File: config.mk
export PLATFORM = sky130hd
export DESIGN_NAME = sfx_sequencer
export DESIGN_NICKNAME = d
export VERILOG_FILES = /design/src/rtl/sfx_pkg.sv /design/src/rtl/sfx_rom.sv /design/src/rtl/sfx_sequencer.sv
export SDC_FILE = /design/constraint.sdc
export NUM_CORES = 1
export LEC_CHECK = 0
export BUFFER_PORTS_ARGS = -buffer_cell sky130_fd_sc_hd__buf_2
export CAP_MARGIN = 25
export CORE_MARGIN = 2
export CORE_UTILIZATION = 40
export DETAILED_ROUTE_END_ITERATION = 16
export PLACE_DENSITY = 0.67
export SLEW_MARGIN = 20
export SYNTH_ARGS = -nofsm -noshare
export SYNTH_HDL_FRONTEND = slang
export SYNTH_SLANG_ARGS = --single-unit
File: constraint.sdc
create_clock -name clk -period 2.8 [get_ports clk]
set_input_delay 0.42 -clock clk [delete_from_list [all_inputs] [get_ports clk]]
set_output_delay 0.42 -clock clk [all_outputs]
set_load 0.02 [all_outputs]
File: src/rtl/sfx_pkg.sv
// sfx_pkg: shared types and constants for the sound-effect sequencer
package sfx_pkg;
  typedef enum logic [1:0] {IDLE, LOAD, PLAY, DONE} state_t;
  typedef struct packed {
    logic [3:0] tone;
    logic [1:0] dur;
    logic       last;
  } step_t;
  localparam int SFX_STEPS = 8;
  localparam logic [1:0] SFX_COIN   = 2'd0;
  localparam logic [1:0] SFX_WARBLE = 2'd1;
  localparam logic [1:0] SFX_RISE   = 2'd2;
  localparam logic [1:0] SFX_FALL   = 2'd3;
endpackage

File: src/rtl/sfx_rom.sv
// sfx_rom: combinational note table indexed by effect and step
module sfx_rom
  import sfx_pkg::*;
(
  input  logic [1:0] sel,
  input  logic [2:0] step,
  output step_t      entry
);
  // dur is stored as ticks-1; unused slots are marked last as a safety net
  always_comb begin
    entry = '{4'd0, 2'd0, 1'b1};
    case ({sel, step})
      {SFX_COIN, 3'd0}:   entry = '{4'd12, 2'd0, 1'b0};
      {SFX_COIN, 3'd1}:   entry = '{4'd8,  2'd0, 1'b0};
      {SFX_COIN, 3'd2}:   entry = '{4'd4,  2'd1, 1'b1};
      {SFX_WARBLE, 3'd0}: entry = '{4'd3,  2'd1, 1'b0};
      {SFX_WARBLE, 3'd1}: entry = '{4'd0,  2'd0, 1'b0};
      {SFX_WARBLE, 3'd2}: entry = '{4'd2,  2'd1, 1'b0};
      {SFX_WARBLE, 3'd3}: entry = '{4'd1,  2'd3, 1'b1};
      {SFX_RISE, 3'd0}:   entry = '{4'd5,  2'd0, 1'b0};
      {SFX_RISE, 3'd1}:   entry = '{4'd7,  2'd0, 1'b0};
      {SFX_RISE, 3'd2}:   entry = '{4'd9,  2'd0, 1'b0};
      {SFX_RISE, 3'd3}:   entry = '{4'd12, 2'd0, 1'b1};
      {SFX_FALL, 3'd0}:   entry = '{4'd9,  2'd1, 1'b0};
      {SFX_FALL, 3'd1}:   entry = '{4'd8,  2'd1, 1'b0};
      {SFX_FALL, 3'd2}:   entry = '{4'd7,  2'd1, 1'b0};
      {SFX_FALL, 3'd3}:   entry = '{4'd6,  2'd1, 1'b0};
      {SFX_FALL, 3'd4}:   entry = '{4'd5,  2'd1, 1'b0};
      {SFX_FALL, 3'd5}:   entry = '{4'd4,  2'd1, 1'b0};
      {SFX_FALL, 3'd6}:   entry = '{4'd3,  2'd1, 1'b0};
      {SFX_FALL, 3'd7}:   entry = '{4'd2,  2'd3, 1'b0};
      default:            entry = '{4'd0,  2'd0, 1'b1};
    endcase
  end
endmodule

File: src/rtl/sfx_sequencer.sv
// sfx_sequencer: plays short tone sequences from a ROM, one note per tick-timed step
module sfx_sequencer
  import sfx_pkg::*;
(
  input  logic       clk,
  input  logic       reset,
  input  logic       tick,
  input  logic       start,
  input  logic       stop,
  input  logic [1:0] sound_sel,
  output logic [3:0] tone_idx,
  output logic       tone_en,
  output logic       busy,
  output logic       done
);
  state_t     state;
  logic [2:0] step;
  logic [2:0] dur_cnt;
  logic [1:0] sel;
  step_t      rom_q;
  sfx_rom u_rom (.sel(sel), .step(step), .entry(rom_q));
  // priority is stop > start > tick; step never wraps, the final slot forces completion
  always_ff @(posedge clk or posedge reset)
    if (reset) begin
      state    <= IDLE;
      step     <= '0;
      dur_cnt  <= '0;
      sel      <= '0;
      tone_idx <= '0;
      tone_en  <= 1'b0;
      busy     <= 1'b0;
      done     <= 1'b0;
    end else if (stop) begin
      state    <= IDLE;
      tone_idx <= '0;
      tone_en  <= 1'b0;
      busy     <= 1'b0;
      done     <= 1'b0;
    end else if (start) begin
      sel   <= sound_sel;
      step  <= '0;
      state <= LOAD;
      busy  <= 1'b1;
      done  <= 1'b0;
    end else
      case (state)
        LOAD: begin
          tone_idx <= rom_q.tone;
          tone_en  <= rom_q.tone != 4'd0;
          dur_cnt  <= {1'b0, rom_q.dur} + 3'd1;
          state    <= PLAY;
        end
        PLAY:
          if (tick) begin
            dur_cnt <= dur_cnt - 3'd1;
            if (dur_cnt == 3'd1) begin
              if (rom_q.last || step == 3'(SFX_STEPS - 1)) begin
                state    <= DONE;
                done     <= 1'b1;
                tone_idx <= '0;
                tone_en  <= 1'b0;
                busy     <= 1'b0;
              end else begin
                step  <= step + 3'd1;
                state <= LOAD;
              end
            end
          end
        DONE: begin
          done  <= 1'b0;
          state <= IDLE;
        end
        default: state <= IDLE;
      endcase
endmodule

==> reports/results.tsv <==
metric	value	unit
status	finished clean	
antenna_found_initial	0	
maxCapViolations	0	
port_buffers	13	
synthTopCellsByArea	dfrtp_1 (35%), ha_1 (17%), o21ai_0 (4.9%), nor2_1 (4.6%), inv_1 (4.0%)	
synth_top_cell_by_area	dfrtp_1	
die_area	3540	um2
rsz0062_at_grt	no	
ios	14	
n_antenna_cell	0	
dieHeight	59.5	um
syn_area	1230	um2
cts_tree	done	
globalRouteMet1Util	17.5	%
synth_cell_type_count	36	
max_freq	496	MHz
drtIter0Drc	38	
fin_nets	170	
via_per_inst	5.53	
postRouteAntennaNets	0	
grt_pass1_vias	941	
arrival	2230	ps
cts_num_sinks	17	
end_kind	flip-flop	
rows	20	
totalWireLength	2480	um
start_util	41.3	%
synth-simple-area-share	16.8	%
worst-setup-path-type	flip-flop to flip-flop	
cts.clk_slew.worst_paths	110	ps
num-fill-cells	303	
busiest_layer	met2	
hp-class	primary input to asynchronous set/reset pin	
avgSynthCellArea	9.33	um2
p_per_area	410	nW/um2
dieWidth	59.5	um
grt_overflow	0	
hold_viol	0	
final-setup-viol-count	0	
cts_resized	0	
track_usage	15.7	%
met3_usage	2.62	%
max_slew_margin	54.4	%
cts_hold_buffers	0	
grt.met2_usage	28.7	%
cts-htree-levels	1	
synth_fa_ha_area_share	17.3	%
synth-seq-area-share	34.6	%
synth_top_family_by_area	compound AO/OA/AOI/OAI gates	
via_count	985	
grt_max_degree	18	
clockBufferDepth	2	
cts_buffers	3	
yosys.area_share.xor_xnor	0.711	%
synthCells	132	
layout-drive-gt1-share	20.0	%
syn_nets	156	
required	3020	ps
place_congestion	0.829	
ys_ff_latch	17	
leakagePower	0.624	nW
clock_insertion_delay_worst_skew	300	ps
synth_warnings	0	
period_minus_slack	2010	ps
hpwl	1910	um
place_area	1320	um2
cp-start-kind	flip-flop	
design_area	1340	um2
finClkSkew	9.54	ps
dr.pass1.iters	4	
route.detailed.drc	0	
area_growth	9.15	%
synthMuxAreaShare	6.50	%
finalCritPeriodShare	72.0	%
post_cts_buffers	0	
grt_pass1_wl	4100	um
synth_top_area_share	34.6	%
slew_viol_final	0	
cp_max_fo	8	
core_area	2980	um2
vdd_drop_max	0.135	mV
cts_root_buffer	clkbuf_4	
worst_slew_pin_slew	684	ps
wl_per_cell	13.9	um
synth_compound_area_share	18.5	%
setup-tns-final	0	ps
==> flip-flops by register name, indices dropped and copies added, names as in the netlist <==
name	flops
busy	1
done	1
step	3
dur_cnt	3
tone_idx	4
state	2
tone_en	1
sel	2
==> critical path, stage by stage (launching register included) <==
cell,delay (ps)
dfrtp_1,510
ha_1,200
inv_1,40
ha_1,220
mux2_4,280
o221ai_4,240
nand3_2,150
a221oi_2,290
==> Yosys cell counts, drive strengths merged <==
master	n
dfrtp	17
ha	17
nor2	15
inv	13
o21ai	13
nand2	9
a21oi	7
mux2	5
nand2b	4
nand3	4
a22o	3
buf	3
a31oi	2
mux2i	2
nor3	2
a211oi	1
a221oi	1
a32oi	1
and3	1
and3b	1
clkbuf	1
nand4	1
nand4b	1
nor2b	1
o211a	1
o221ai	1
o22ai	1
o311a	1
or2	1
or3b	1
xnor2	1
==> worst paths after layout <==
path                                         start                 endpoint  slack, ps  cells after the start
setup reg to reg               step[1]$_DFFE_PP0P_         done$_DFFE_PP0P_        790                      7
min in group clk                      sound_sel[1]       sel[1]$_DFFE_PP0P_        350                      2
max in group asynchronous                    reset      step[2]$_DFFE_PP0P_       2160                      2
hold / removal                               reset         busy$_DFFE_PP0P_        200                      2
hold reg to reg            tone_idx[3]$_DFFE_PP0P_  tone_idx[3]$_DFFE_PP0P_        500                      2
setup / recovery               step[1]$_DFFE_PP0P_         done$_DFFE_PP0P_        790                      7
==> logic make-up after synthesis <==
family,count (synthesis)
DFF,17
AOI/OAI and AO/OA,32
muxes,7
and+or+nand+nor,41
xor gates and xnor gates,1
buffers and inverters,17
adders and majority gates,17
==> per-stage QoR <==
stage               utilization, %  hold slack, ps  power (mW)  instances  setup slack, ps
floorplan                        -             346       0.388        132              970
global placement              44.2             462       0.414        174              872
detailed placement            44.2             475       0.419        174              805
CTS                           45.1             224       0.561        178              779
global route                  45.1             258       0.587        178              630
finish                        45.1             198       0.552        178              785
==> final cells by class <==
class,count,area (um2),area share (%)
sequential,17,425,31.7
tap,33,41.3,3.07
inverter,13,48.8,3.63
timing repair buffer,13,65.1,4.84
multi-input combinational,98,736,54.7
clock buffer,3,22.5,1.68
clock inverter,1,5.00,0.372
==> layout by cell type (no fill, tap or decap) <==
master / count
nor2_1: 15
ha_1: 17
or3b_2: 1
o21ai_1: 1
o221ai_4: 1
a22o_1: 3
and3b_1: 1
xnor2_1: 1
mux2_2: 4
inv_1: 13
nand4_1: 1
nand2b_1: 4
mux2_4: 1
nor2b_1: 1
o22ai_1: 1
a221oi_2: 1
o21ai_0: 12
dfrtp_1: 17
nand3_1: 3
a32oi_1: 1
nand4b_1: 1
o211a_1: 1
nor3_2: 1
nor3_1: 1
nand2_1: 9
a31oi_1: 2
a21oi_1: 7
and3_1: 1
buf_2: 13
or2_2: 1
mux2i_1: 2
clkbuf_4: 3
clkinv_2: 1
o311a_1: 1
nand3_2: 1
a211oi_2: 1
==> layer usage <==
layer / share of wire (%) / up-vias
li1: - / 483
met1: 42 / 476
met2: 52 / 21
met3: 3.9 / 5
met4: 1.7 / 0
met5: 0 / -
==> power breakdown <==
part           switching [mW]  total [mW]  leakage (nW)  internal (mW)
registers              0.0313       0.297         0.221          0.266
clock network          0.0859       0.139        0.0177         0.0532
logic                  0.0633       0.115         0.385         0.0520
total                   0.181       0.552         0.624          0.371
Power figures use the tool's default switching activity.
